## config.mk

```make
export PLATFORM = sky130hd
export DESIGN_NAME = axi_stream_wr_master
export DESIGN_NICKNAME = d
export VERILOG_FILES = /design/src/rtl/axi_pkg.sv /design/src/rtl/axi_burst_calc.sv /design/src/rtl/axi_stream_wr_master.sv
export SDC_FILE = /design/constraint.sdc
export NUM_CORES = 1
export LEC_CHECK = 0
export CAP_MARGIN = 10
export CORE_ASPECT_RATIO = 1.75
export CORE_MARGIN = 3
export CORE_UTILIZATION = 47
export DETAILED_ROUTE_END_ITERATION = 8
export PLACE_DENSITY = 0.94
export SLEW_MARGIN = 20
export SYNTH_ARGS = -nofsm -noshare
export SYNTH_HDL_FRONTEND = slang
export SYNTH_SLANG_ARGS = --single-unit
```

## constraint.sdc

```tcl
create_clock -name clk -period 7.7 [get_ports clk]
set_clock_uncertainty 0.15 [all_clocks]
set_input_delay 1.155 -clock clk [delete_from_list [all_inputs] [get_ports clk]]
set_output_delay 1.155 -clock clk [all_outputs]
set_load 0.1 [all_outputs]
```

## src/rtl/axi_pkg.sv

```systemverilog
// Shared AXI4 constants used by the write master and its burst calculator.
//   AXI_BURST_INCR    : AWBURST/ARBURST encoding for incrementing bursts
//   AXI_RESP_OKAY     : BRESP/RRESP encoding for a successful transfer
//   AXI_CACHE_DEFAULT : AWCACHE value (bufferable, modifiable)
//   AXI_4KB_SHIFT     : log2 of the 4 KB region no burst may cross
package axi_pkg;

    localparam logic [1:0]  AXI_BURST_INCR    = 2'b01;
    localparam logic [1:0]  AXI_RESP_OKAY     = 2'b00;
    localparam logic [3:0]  AXI_CACHE_DEFAULT = 4'b0011;
    localparam int unsigned AXI_4KB_SHIFT     = 12;

endpackage

```

## src/rtl/axi_burst_calc.sv

```systemverilog
// Combinational burst sizing for an INCR burst.
//   addr_offset : byte offset of the burst start inside its 4 KB region
//   remaining   : beats still to be transferred for the command
//   burst_beats : min(remaining, MAX_BURST_LEN, beats left before the 4 KB boundary)
module axi_burst_calc
    import axi_pkg::*;
#(
    parameter int unsigned STRB_WIDTH    = 4,
    parameter int unsigned MAX_BURST_LEN = 16,
    parameter int unsigned LEN_WIDTH     = 16,
    parameter int unsigned BEATS_W       = $clog2(MAX_BURST_LEN + 1)
) (
    input  logic [AXI_4KB_SHIFT-1:0] addr_offset,
    input  logic [LEN_WIDTH-1:0]     remaining,
    output logic [BEATS_W-1:0]       burst_beats
);

    localparam int unsigned ADDR_LSB = $clog2(STRB_WIDTH);

    logic [31:0] to_boundary;
    logic [31:0] limit;

    always_comb begin
        to_boundary = ((32'd1 << AXI_4KB_SHIFT) - 32'(addr_offset)) >> ADDR_LSB;
        limit       = 32'(MAX_BURST_LEN);
        if (to_boundary < limit) begin
            limit = to_boundary;
        end
        if (32'(remaining) < limit) begin
            limit = 32'(remaining);
        end
        burst_beats = BEATS_W'(limit);
    end

endmodule

```

## src/rtl/axi_stream_wr_master.sv

```systemverilog
// AXI4 write master: turns (addr, beat-count) commands plus an AXI-Stream data
// source into INCR write bursts, one burst outstanding at a time, split at
// MAX_BURST_LEN beats and at 4 KB boundaries.
//   clk, rst                     : clock, asynchronous active-high reset
//   cmd_addr/len/valid/ready     : command (byte address, beat count; 0 = empty)
//   s_axis_tdata/tvalid/tready   : write data stream, passed straight to W
//   m_axi_aw*, m_axi_w*, m_axi_b*: AXI4 write address / data / response channels
//   busy                         : a non-empty command is in progress
//   done                         : one-cycle pulse when a command completes
//   err                          : sticky, set by any non-OKAY BRESP of the command
module axi_stream_wr_master
    import axi_pkg::*;
#(
    parameter int unsigned DATA_WIDTH    = 32,
    parameter int unsigned ADDR_WIDTH    = 16,
    parameter int unsigned STRB_WIDTH    = DATA_WIDTH / 8,
    parameter int unsigned ID_WIDTH      = 8,
    parameter int unsigned AXI_ID        = 0,
    parameter int unsigned MAX_BURST_LEN = 16,
    parameter int unsigned LEN_WIDTH     = 16
) (
    input  logic                  clk,
    input  logic                  rst,
    input  logic [ADDR_WIDTH-1:0] cmd_addr,
    input  logic [LEN_WIDTH-1:0]  cmd_len,
    input  logic                  cmd_valid,
    output logic                  cmd_ready,
    input  logic [DATA_WIDTH-1:0] s_axis_tdata,
    input  logic                  s_axis_tvalid,
    output logic                  s_axis_tready,
    output logic [ID_WIDTH-1:0]   m_axi_awid,
    output logic [ADDR_WIDTH-1:0] m_axi_awaddr,
    output logic [7:0]            m_axi_awlen,
    output logic [2:0]            m_axi_awsize,
    output logic [1:0]            m_axi_awburst,
    output logic                  m_axi_awlock,
    output logic [3:0]            m_axi_awcache,
    output logic [2:0]            m_axi_awprot,
    output logic                  m_axi_awvalid,
    input  logic                  m_axi_awready,
    output logic [DATA_WIDTH-1:0] m_axi_wdata,
    output logic [STRB_WIDTH-1:0] m_axi_wstrb,
    output logic                  m_axi_wlast,
    output logic                  m_axi_wvalid,
    input  logic                  m_axi_wready,
    input  logic [ID_WIDTH-1:0]   m_axi_bid,
    input  logic [1:0]            m_axi_bresp,
    input  logic                  m_axi_bvalid,
    output logic                  m_axi_bready,
    output logic                  busy,
    output logic                  done,
    output logic                  err
);

    localparam int unsigned ADDR_LSB = $clog2(STRB_WIDTH);
    localparam int unsigned BEATS_W  = $clog2(MAX_BURST_LEN + 1);

    typedef enum logic [1:0] {
        S_IDLE,
        S_ADDR,
        S_DATA,
        S_RESP
    } state_t;

    state_t                state, state_next;
    logic [ADDR_WIDTH-1:0] addr;
    logic [LEN_WIDTH-1:0]  remaining;
    logic [BEATS_W-1:0]    burst_beats;
    logic [BEATS_W-1:0]    beat_cnt;
    logic [BEATS_W-1:0]    calc_beats;
    logic                  awvalid_r;
    logic                  cmd_ready_r;
    logic                  busy_r;
    logic                  done_r;
    logic                  err_r;
    logic                  cmd_fire;
    logic                  aw_fire;
    logic                  w_fire;
    logic                  last_beat;
    logic                  last_burst;
    logic                  unused_bid;

    axi_burst_calc #(
        .STRB_WIDTH    (STRB_WIDTH),
        .MAX_BURST_LEN (MAX_BURST_LEN),
        .LEN_WIDTH     (LEN_WIDTH),
        .BEATS_W       (BEATS_W)
    ) u_burst_calc (
        .addr_offset (addr[AXI_4KB_SHIFT-1:0]),
        .remaining   (remaining),
        .burst_beats (calc_beats)
    );

    assign unused_bid = ^m_axi_bid;

    assign cmd_fire   = cmd_valid && cmd_ready_r;
    assign aw_fire    = awvalid_r && m_axi_awready;
    assign w_fire     = m_axi_wvalid && m_axi_wready;
    assign last_beat  = (beat_cnt == burst_beats - BEATS_W'(1));
    assign last_burst = (remaining == LEN_WIDTH'(burst_beats));

    assign cmd_ready     = cmd_ready_r;
    assign busy          = busy_r;
    assign done          = done_r;
    assign err           = err_r;
    assign m_axi_awid    = ID_WIDTH'(AXI_ID);
    assign m_axi_awaddr  = addr;
    assign m_axi_awlen   = 8'(burst_beats - BEATS_W'(1));
    assign m_axi_awsize  = 3'(ADDR_LSB);
    assign m_axi_awburst = AXI_BURST_INCR;
    assign m_axi_awlock  = 1'b0;
    assign m_axi_awcache = AXI_CACHE_DEFAULT;
    assign m_axi_awprot  = 3'b000;
    assign m_axi_awvalid = awvalid_r;
    assign m_axi_wdata   = s_axis_tdata;
    assign m_axi_wstrb   = '1;

    always_ff @(posedge clk or posedge rst) begin
        if (rst) begin
            state <= S_IDLE;
        end else begin
            state <= state_next;
        end
    end

    // Stream/W/B handshakes are decoded from the registered state so that an
    // asynchronous reset removes them in the same cycle.
    always_comb begin
        state_next    = state;
        m_axi_wvalid  = 1'b0;
        m_axi_wlast   = 1'b0;
        s_axis_tready = 1'b0;
        m_axi_bready  = 1'b0;
        unique case (state)
            S_IDLE: begin
                if (cmd_fire && cmd_len != '0) begin
                    state_next = S_ADDR;
                end
            end
            S_ADDR: begin
                if (aw_fire) begin
                    state_next = S_DATA;
                end
            end
            S_DATA: begin
                m_axi_wvalid  = s_axis_tvalid;
                s_axis_tready = m_axi_wready;
                m_axi_wlast   = last_beat;
                if (s_axis_tvalid && m_axi_wready && last_beat) begin
                    state_next = S_RESP;
                end
            end
            S_RESP: begin
                m_axi_bready = 1'b1;
                if (m_axi_bvalid) begin
                    state_next = last_burst ? S_IDLE : S_ADDR;
                end
            end
            default: state_next = S_IDLE;
        endcase
    end

    always_ff @(posedge clk or posedge rst) begin
        if (rst) begin
            addr        <= '0;
            remaining   <= '0;
            burst_beats <= '0;
            beat_cnt    <= '0;
            awvalid_r   <= 1'b0;
            cmd_ready_r <= 1'b0;
            busy_r      <= 1'b0;
            done_r      <= 1'b0;
            err_r       <= 1'b0;
        end else begin
            done_r      <= 1'b0;
            cmd_ready_r <= (state_next == S_IDLE);
            unique case (state)
                S_IDLE: begin
                    if (cmd_fire) begin
                        addr      <= cmd_addr & ~ADDR_WIDTH'(STRB_WIDTH - 1);
                        remaining <= cmd_len;
                        err_r     <= 1'b0;
                        busy_r    <= (cmd_len != '0);
                        done_r    <= (cmd_len == '0);
                    end
                end
                S_ADDR: begin
                    // First ADDR cycle only sizes the burst; awvalid follows
                    // one cycle later so AW fields are stable while valid.
                    if (!awvalid_r) begin
                        burst_beats <= calc_beats;
                        beat_cnt    <= '0;
                        awvalid_r   <= 1'b1;
                    end else if (m_axi_awready) begin
                        awvalid_r <= 1'b0;
                    end
                end
                S_DATA: begin
                    if (w_fire) begin
                        beat_cnt <= beat_cnt + BEATS_W'(1);
                    end
                end
                S_RESP: begin
                    if (m_axi_bvalid) begin
                        if (m_axi_bresp != AXI_RESP_OKAY) begin
                            err_r <= 1'b1;
                        end
                        addr      <= addr + (ADDR_WIDTH'(burst_beats) << ADDR_LSB);
                        remaining <= remaining - LEN_WIDTH'(burst_beats);
                        if (last_burst) begin
                            done_r <= 1'b1;
                            busy_r <= 1'b0;
                        end
                    end
                end
                default: ;
            endcase
        end
    end

endmodule

```

==> results.toml <==
[timing]
maxSlewViolCount = 0
tns_ps = 0
hold_violations = 0
relSlewSlack_pct = 32.75
setup_violations = 0
fin_ws_ps = 3257
fin_crit_ps = 4443
tightest_slew_ps = 1006
finalCritPeriodShare_pct = 57.70
rsz0062_at_grt = "false"
maxClockFrequency_mhz = 225.1

[floorplan]
rows = 43
initial_core_util_pct = 49.41
die_area_um2 = 9669
dieWidth_um = 75.63
core-area_um2 = 8070
die_h_um = 127.9
ios = 171

[clock_tree]
cts.sinks = 47
post-cts-setup-buffer-count = 0
cts_root_buffer = "clkbuf_16"
cts_tree = "built"
cts_buffers = 5
cts.htree.levels = 2
clock_latency_ps = 300
cts_buffer_depth = 2
cts_resized = 0
path_clk_slew_ps = 70
cts_hold_buffers = 0

[route]
num_vias = 3747
ant_nets = 0
met3_length_um = 702
routed_wl_um = 10840
route.detailed.drc = 0
drt_iter0_markers = 247
drt-pass1-iter-count = 7
wl_per_cell_um = 18.03
wl_met1_um = 3864
dr.max_layer_used = "met4"
viasPerCell = 6.235
routed-wl-met2_um = 5554

[critical_path]
crit_fanout = 4
path_cells = "inv_1 > ha_1 > nor3b_1 > xnor2_1 > xor2_1 > nor3_1 > clkdlybuf4s50_1"
slowest_delay_ps = 1190
criticalPathCategory = "flip-flop to output pin"
required_ps = 6390
slowest_stage = "clkdlybuf4s50_1"
arrival_ps = 3140
startpoint = "burst_beats[1]"
rr_startpoint = "m_axi_awaddr[2]"
end_kind = "output pin"
setup.worst_path.start_class = "flip-flop"

[synth]
synth-compound-area-share_pct = 20.90
synth.avg_cell_area_um2 = 8.307
synth_flop_cell = "dfrtp_1"
yosysWarnings = 0
synth_edf_count = 0
synthMuxAreaShare_pct = 1.506
ys_seq_elements = 47
syn_area_um2 = 3988
synth_top_family_by_area = "compound AO/OA/AOI/OAI gates"
synth_area_leaders = "dfrtp_1 (29%), buf_4 (12%), ha_1 (8.2%)"
synthCells = 480
ys_types = 63
synthSimpleGateAreaFrac_pct = 19.45
async_flop_share_pct = 100.0
seq_area_frac_synth_pct = 29.49
synth_xor_xnor_area_share_pct = 3.734
yosysTopAreaCell = "dfrtp_1"
synthAdderAreaFrac_pct = 9.162
synth_top_cell_area_share_pct = 29.49

[final_layout]
drive_gt1_share_pct = 4.110
syn2layout_area_growth_pct = 14.72
antenna_cells = 0
nets = 619

[min_path]
holdCritStartpoint = "remaining[15]"
hp-class = "flip-flop to flip-flop"

[place]
gp_congestion = 0.9642
place_ws_ps = 3489
place.detailed.hpwl_um = 8152
port_buffers = 69

[global_routing]
grt_pass1_vias = 3705
grt_max_degree = 48
track_usage_pct = 23.66
grt_first_pass_wirelength_um = 17720
antenna_found_initial = 0
grt_overflow = 0

[run_status]
status = "completed"

[job]
drv_cap = 0
## path summary, 6_finish.rpt
path	slack [ps]	cells after the start	endpoint
hold reg to reg	360	1	remaining[15]
hold / removal	360	1	remaining[15]
max in group asynchronous	5810	3	remaining[11]
setup / recovery	3260	7	m_axi_wlast
min in group asynchronous	1170	3	done
setup reg to reg	3570	14	burst_beats[4]
## stage by stage
| step | utilization, % | instances | hold slack [ps] | area, µm² |
|---|---|---|---|---|
| after global placement | 54.53 | 593 | 334.1 | 4400 |
| after floorplan | - | 510 | 303.5 | 4100 |
| after detailed placement | 54.53 | 593 | 349.3 | 4400 |
| final | 56.68 | 601 | 359.5 | 4574 |
| after global routing | 56.68 | 601 | 400.4 | 4574 |
| after CTS | 56.68 | 601 | 357.8 | 4574 |
## metal layers
layer / vias up / GRT usage (%)
met3: 64 / 4.003
met5: - / 0
li1: 1706 / -
met2: 193 / 40.14
met1: 1784 / 26.07
met4: 0 / 15.35
## critical path, delay by kind of cell, from the launching register on
kind	cells	cell delay, ps
fa+ha+maj	1	210
xor+xnor	2	290
buf+inv	2	1380
flops	1	440
simple gates	2	520
## sequential cells by signal (all words and copies together) (netlist names), 2 cells and up
name and cells:
beat_cnt 5, burst_beats 5, m_axi_awaddr 14, remaining 16, state 2
## logic make-up (layout without fill, tap and decap cells)
family	Yosys count	count (layout)
muxes	6	6
buffers and inverters	103	104
adders and majority gates	28	28
DFF	47	47
other	2	32
and+or+nand+nor	156	156
xor gates and xnor gates	17	17
AOI/OAI and AO/OA	121	121
## layout by cell type (no fill, tap or decap), drive strengths merged, types with 8 or more instances in the layout
master and count:
a21oi 21, clkdlybuf4s50 69, conb 32, dfrtp 47
ha 26, inv 23, nand2 44, nand3 10
nand4 13, nor2 32, nor2b 9, nor3 17
o21ai 29, o22ai 8, or3 8, xnor2 8
xor2 9
## layout make-up
type                            instances  area, µm²
Clock buffer                            6      138.9
Clock inverter                          2      35.03
Fill cell                             731       3496
Inverter                               24      90.09
Multi-Input combinational cell        360       2308
Sequential cell                        47       1176
Tap cell                               90      112.6
Timing Repair Buffer                   72      713.2
## synthesized netlist by cell type, types with 3 or more instances
cell	n
nor4_1	5
xnor2_1	8
nand4_1	13
nand2_1	44
o22ai_1	8
o21a_1	3
o211ai_1	5
nand3_1	10
xor2_1	9
a21oi_1	21
o21ai_0	27
a21o_1	3
nor2_1	32
clkbuf_1	15
a2bb2oi_1	6
o221ai_1	4
and2_1	3
inv_1	24
a21boi_0	3
ha_1	26
buf_4	62
mux2i_1	6
dfrtp_1	47
o31ai_1	3
or3_1	8
a31oi_1	4
a211oi_1	6
o311ai_0	3
a311oi_1	4
nor2b_1	9
nor3_1	17
Power is not shown: default switching activity piles up to over one toggle a cycle in this logic, so the estimate is an artifact.
